==> src/rtl/regfile_write_arbiter_if.sv <==
// Two-requester register-file write port bundle.
// Requesters drive req/lock/addr/data and see grants plus the write port.
interface regfile_write_arbiter_if;
    logic        req0;
    logic        req1;
    logic        lock0;
    logic        lock1;
    logic [3:0]  addr0;
    logic [3:0]  addr1;
    logic [31:0] data0;
    logic [31:0] data1;
    logic        gnt0;
    logic        gnt1;
    logic [3:0]  A3;
    logic        WE;
    logic [31:0] WD3;
    logic        busy;

    modport master (
        output req0, req1, lock0, lock1,
        output addr0, addr1, data0, data1,
        input  gnt0, gnt1, A3, WE, WD3, busy
    );

    modport slave (
        input  req0, req1, lock0, lock1,
        input  addr0, addr1, data0, data1,
        output gnt0, gnt1, A3, WE, WD3, busy
    );
endinterface

==> src/rtl/regfile_write_arbiter.sv <==
// Round-robin register-file write arbiter with locked bursts.
// Define REGFILE_ARB_ZERO_GUARD_EN to write-protect register 0.
module regfile_write_arbiter #(
    parameter int MAX_BURST = 4
) (
    input  logic                    clk,
    input  logic                    rst,
    regfile_write_arbiter_if.slave  bus
);
    typedef enum logic {IDLE, BURST} state_e;

    localparam logic [3:0] MaxB = 4'(MAX_BURST);

    state_e      state_q, state_d;
    logic        last_q, last_d;
    logic        owner_q, owner_d;
    logic [3:0]  cnt_q, cnt_d;
    logic        we_q;
    logic [3:0]  a3_q;
    logic [31:0] wd3_q;
    logic        busy_q;

    logic        g0, g1;
    logic        xfer, gidx, glock, owner_req, we_d;
    logic [3:0]  gaddr, cnt_inc;
    logic [31:0] gdata;

    always_comb begin
        g0 = 1'b0;
        g1 = 1'b0;
        if (!rst) begin
            if (state_q == BURST) begin
                g0 = ~owner_q & bus.req0;
                g1 = owner_q & bus.req1;
            end else if (bus.req0 && bus.req1) begin
                // last_q==1 means requester 1 won last, so 0 wins now
                g0 = last_q;
                g1 = ~last_q;
            end else begin
                g0 = bus.req0;
                g1 = bus.req1;
            end
        end
    end

    assign xfer      = g0 | g1;
    assign gidx      = g1;
    assign glock     = gidx ? bus.lock1 : bus.lock0;
    assign gaddr     = gidx ? bus.addr1 : bus.addr0;
    assign gdata     = gidx ? bus.data1 : bus.data0;
    assign owner_req = owner_q ? bus.req1 : bus.req0;
    assign cnt_inc   = cnt_q + 4'd1;

`ifdef REGFILE_ARB_ZERO_GUARD_EN
    assign we_d = xfer && (gaddr != 4'd0);
`else
    assign we_d = xfer;
`endif

    always_comb begin
        state_d = state_q;
        last_d  = last_q;
        owner_d = owner_q;
        cnt_d   = cnt_q;
        if (xfer) last_d = gidx;
        unique case (state_q)
            IDLE: begin
                if (xfer && glock && (MaxB > 4'd1)) begin
                    state_d = BURST;
                    owner_d = gidx;
                    cnt_d   = 4'd1;
                end
            end
            BURST: begin
                if (!owner_req) begin
                    state_d = IDLE;
                    cnt_d   = 4'd0;
                end else if ((cnt_inc == MaxB) || !glock) begin
                    state_d = IDLE;
                    cnt_d   = 4'd0;
                end else begin
                    cnt_d   = cnt_inc;
                end
            end
            default: state_d = IDLE;
        endcase
    end

    always_ff @(posedge clk) begin
        if (rst) begin
            state_q <= IDLE;
            last_q  <= 1'b1;
            owner_q <= 1'b0;
            cnt_q   <= 4'd0;
            we_q    <= 1'b0;
            a3_q    <= 4'd0;
            wd3_q   <= 32'd0;
            busy_q  <= 1'b0;
        end else begin
            state_q <= state_d;
            last_q  <= last_d;
            owner_q <= owner_d;
            cnt_q   <= cnt_d;
            we_q    <= we_d;
            busy_q  <= (state_d == BURST);
            if (xfer) begin
                a3_q  <= gaddr;
                wd3_q <= gdata;
            end
        end
    end

    assign bus.gnt0 = g0;
    assign bus.gnt1 = g1;
    assign bus.WE   = we_q;
    assign bus.A3   = a3_q;
    assign bus.WD3  = wd3_q;
    assign bus.busy = busy_q;
endmodule

==> src/flat_wrapper.sv <==
// flat-port wrapper written by rule: the top's interface ports become plain ports
module regfile_write_arbiter_flat 
#(
    parameter int MAX_BURST = 4
)
  (clk, rst, bus_req0, bus_req1, bus_lock0, bus_lock1, bus_addr0, bus_addr1, bus_data0, bus_data1, bus_gnt0, bus_gnt1, bus_A3, bus_WE, bus_WD3, bus_busy);
  regfile_write_arbiter_if bus_i ();
  input  logic clk;
  input  logic rst;
  input wire logic [$bits(bus_i.req0)-1:0] bus_req0;
  input wire logic [$bits(bus_i.req1)-1:0] bus_req1;
  input wire logic [$bits(bus_i.lock0)-1:0] bus_lock0;
  input wire logic [$bits(bus_i.lock1)-1:0] bus_lock1;
  input wire logic [$bits(bus_i.addr0)-1:0] bus_addr0;
  input wire logic [$bits(bus_i.addr1)-1:0] bus_addr1;
  input wire logic [$bits(bus_i.data0)-1:0] bus_data0;
  input wire logic [$bits(bus_i.data1)-1:0] bus_data1;
  output wire logic [$bits(bus_i.gnt0)-1:0] bus_gnt0;
  output wire logic [$bits(bus_i.gnt1)-1:0] bus_gnt1;
  output wire logic [$bits(bus_i.A3)-1:0] bus_A3;
  output wire logic [$bits(bus_i.WE)-1:0] bus_WE;
  output wire logic [$bits(bus_i.WD3)-1:0] bus_WD3;
  output wire logic [$bits(bus_i.busy)-1:0] bus_busy;
  assign bus_i.req0 = bus_req0;
  assign bus_i.req1 = bus_req1;
  assign bus_i.lock0 = bus_lock0;
  assign bus_i.lock1 = bus_lock1;
  assign bus_i.addr0 = bus_addr0;
  assign bus_i.addr1 = bus_addr1;
  assign bus_i.data0 = bus_data0;
  assign bus_i.data1 = bus_data1;
  assign bus_gnt0 = bus_i.gnt0;
  assign bus_gnt1 = bus_i.gnt1;
  assign bus_A3 = bus_i.A3;
  assign bus_WE = bus_i.WE;
  assign bus_WD3 = bus_i.WD3;
  assign bus_busy = bus_i.busy;
  regfile_write_arbiter #(.MAX_BURST(MAX_BURST)) u_core (.clk(clk), .rst(rst), .bus(bus_i));
endmodule
==> config.mk <==
export PLATFORM = sky130hd
export DESIGN_NAME = regfile_write_arbiter_flat
export DESIGN_NICKNAME = d
export VERILOG_FILES = /design/src/rtl/regfile_write_arbiter_if.sv /design/src/rtl/regfile_write_arbiter.sv /design/src/flat_wrapper.sv
export SDC_FILE = /design/constraint.sdc
export NUM_CORES = 1
export LEC_CHECK = 0
export ABC_CLOCK_PERIOD_IN_PS = 4200
export CAP_MARGIN = 20
export CORE_UTILIZATION = 55
export CTS_BUF_LIST = sky130_fd_sc_hd__clkbuf_4 sky130_fd_sc_hd__clkbuf_8
export DETAILED_ROUTE_END_ITERATION = 16
export DONT_BUFFER_PORTS = 1
export PLACE_DENSITY = 0.7
export SKIP_CTS_REPAIR_TIMING = 1
export SYNTH_ARGS = -nofsm -noshare
export SYNTH_HDL_FRONTEND = slang
export SYNTH_SLANG_ARGS = --single-unit
==> constraint.sdc <==
create_clock -name clk -period 4.2 [get_ports clk]
set_clock_uncertainty 0.2 [all_clocks]
set_input_delay 0.84 -clock clk [delete_from_list [all_inputs] [get_ports clk]]
set_output_delay 0.84 -clock clk [all_outputs]
set_load 0.02 [all_outputs]
==> results.md <==
- Final WL: 4297 microns
- Starting DRT DRC Count: 40
- Hold WC Path Type: reg2reg
- FF-to-FF Start: u_core.state_q
- Row cnt: 22
- IO Count: 118
- Worst VDD drop: 0.0002212 V
- Synth top area cells: dfxtp_1 41%, mux2i_1 17%, a211oi_1 13%
- Post-synthesis sequential area ratio: 41.03%
- Gr ovfl total: 0
- Worst Path Arrival: 1.56 ns
- Vias in the first global route: 1578
- Final hold violation count: 0
- Critical Path Fanout Max: 16
- Pint: 0.6457 mW
- # DRC: 0
- Post-layout min period: 2.603 ns
- Area leader, netlist: dfxtp_1
- GR Util All Layers: 20.68%
- Fin crit share: 61.97%
- R2R cell count: 5
- Worst Setup End Kind: output pin
- Number of flops mapped to enable cells by yosys: 0
- Combinational Power Share: 12.2%
- First-pass GRT wire length: 6589 microns
- Worst Tran Pin Value: 0.6386 ns
- Max transition margin: 57.43%
- Largest net degree at the start of global routing: 73
- Critical Path Source: u_core.state_q
- P&R area growth vs syn: 3.613%
- R2R Setup Slk: 2.03 ns
- Initial Utilization: 57.78%
- Cts bufs inserted: 5
- Stages on worst setup path: 3
- Antenna Nets Post-Route: 0
- Primary FF master, synth: dfxtp_1
- Initial antenna violation count: 0
- Cell Chain, Critical Path: nor3b_2 -> nor3_4 -> buf_4
- Commonest cells in the netlist: 44 x dfxtp_1, 38 x nor2_1, 37 x mux2i_1
- Area of the mapped netlist: 2147 sq um
- Largest stage delay on the critical path: 0.63 ns
- Critical path type: reg2out
- Drt pass-1 iters: 4
- Fin nets: 292
- Die Height: 64.48 microns
- Clock power share: 30.1%
- PortBufs: 0
- Cell count after synthesis: 219
- Outcome: finished clean
- Max Cap Viol: 0
- GPL Wtd Cong: 0.7797
- WL per Instance: 16.46 microns
- CTS tree: yes
- Fin. max-slew vios: 0
- Yosys reg bits: 44
- Ys Warns: 0
- Final setup viols: 0
- Core area: 3716 sq um
- Synth Area per Inst: 9.804 sq um
- Via count: 1629
- Netlist cell types: 37
- Switching share of total power: 28.60%
- Synth async-reset ratio: 0%
- Post-Route Utilization: 59.87%
- HPWL after DPL: 3074 microns
- Clock Pin Slew Worst Setup and Hold Paths: 0.08 ns
- Fmax achieved: 384.2 MHz
- Hold depth: 1
- Sequential share of power: 57.7%
- DP Worst Slack: 1.638 ns
- Max H-tree Level: 2
- Worst hold margin: 0.3433 ns
- Slowest stage cell on the critical path: dfxtp_1
- Clock buffer depth: 2
- Die X: 64.48 microns
- Diodes inserted: 0
- Setup TNS: 0 ns
- Fillers: 300
- Full die area: 4158 sq um
- PD cells: 406.6 nW/um^2
- CTS Root Cell: clkbuf_8
- Critical path buffers and inverters: 1
- Yosys top cell area share: 41.03%
- Total design power: 0.9045 mW
- RSZ-0062 raised after global routing: false
- Startpoint Class: register
- Worst EP required: 3.16 ns
- Vias per cell: 6.241
- Clock Sinks: 44
- Min-delay src: u_core.cnt_q[3]
- Cell family with most CP delay: flip-flops
- Count leader, synth: dfxtp_1
- Worst-Skew Late Latency: 0.29 ns
- Leakage Power: 0.7942 nW
- Share of cells above drive strength 1: 9.390%
- Final WS setup: 1.597 ns
- Post-Syn Nets: 299
- P_sw: 0.2587 mW
## flip-flops by register name (all words and copies together) (netlist names)
register,count
u_core.bus.WD3,32
u_core.last_q,1
u_core.owner_q,1
u_core.bus.A3,4
u_core.state_q,1
u_core.cnt_q,4
u_core.bus.WE,1
## power by group through the flow
stage | clock, mW | combinational, mW | sequential [mW]
after floorplan | 0 | 0.106 | 0.524
after global placement | 0 | 0.104 | 0.532
after detailed placement | 0 | 0.111 | 0.532
after CTS | 0.283 | 0.111 | 0.522
after global routing | 0.301 | 0.123 | 0.526
final | 0.272 | 0.110 | 0.522
## cell usage in the layout (no fill, tap or decap), types with 2 or more instances in the layout
cell type  instances
nand3b_1           2
a211oi_1          36
dfxtp_1           44
buf_4              3
mux2i_1           37
clkbuf_8           6
o211ai_1           2
a21bo_2            2
ha_1               2
a31oi_1            2
nor2_1            38
inv_1              7
o2111ai_1          3
nor2b_1            3
o2bb2ai_1          2
## cell type report
class | instances | area, sq um | share of cell area (%)
clock buffer | 7 | 90.09 | 4.050
clock inverter | 1 | 7.507 | 0.3375
inverter | 7 | 26.28 | 1.181
multi-input combinational | 151 | 1137 | 51.12
sequential | 44 | 880.8 | 39.60
tap | 48 | 60.06 | 2.700
timing repair buffer | 3 | 22.52 | 1.012
## cells by family (layout without fill, tap and decap cells)
kind of cell             after synthesis  in the layout  share of synthesized area [%]
buffers and inverters                 24             18                          6.236
flip-flops                            44             44                          41.03
adder cells (fa/ha/maj)                2              2                          1.165
multiplexers                          37             37                          17.25
XOR/XNOR                               1              1                         0.4080
AND/OR/NAND/NOR                       54             54                          12.36
AO/OA/AOI/OAI                         57             57                          21.56
## through the flow
stage | cells | cell area [sq um]
CTS | 261 | 2225
global route | 261 | 2225
detailed placement | 253 | 2127
finish | 261 | 2225
floorplan | 219 | 2147
global placement | 253 | 2127
## layer usage
metal  routed length [microns]  vias to the layer above  global-route usage (%)
met5                         0                        -                       0
met4                        30                        0                   7.778
met3                       349                        5                   7.218
met2                      2237                       84                   39.08
met1                      1679                      745                   20.46
li1                          -                      795                       -
## worst paths after layout
| path | end |
|---|---|
| worst max-delay path | bus_gnt0 |
| worst min register to register | u_core.cnt_q[3] |
| worst max register to register | u_core.bus.A3[1] |
| worst min-delay path | u_core.cnt_q[3] |
Note: power is estimated with default switching activity, not from simulation.
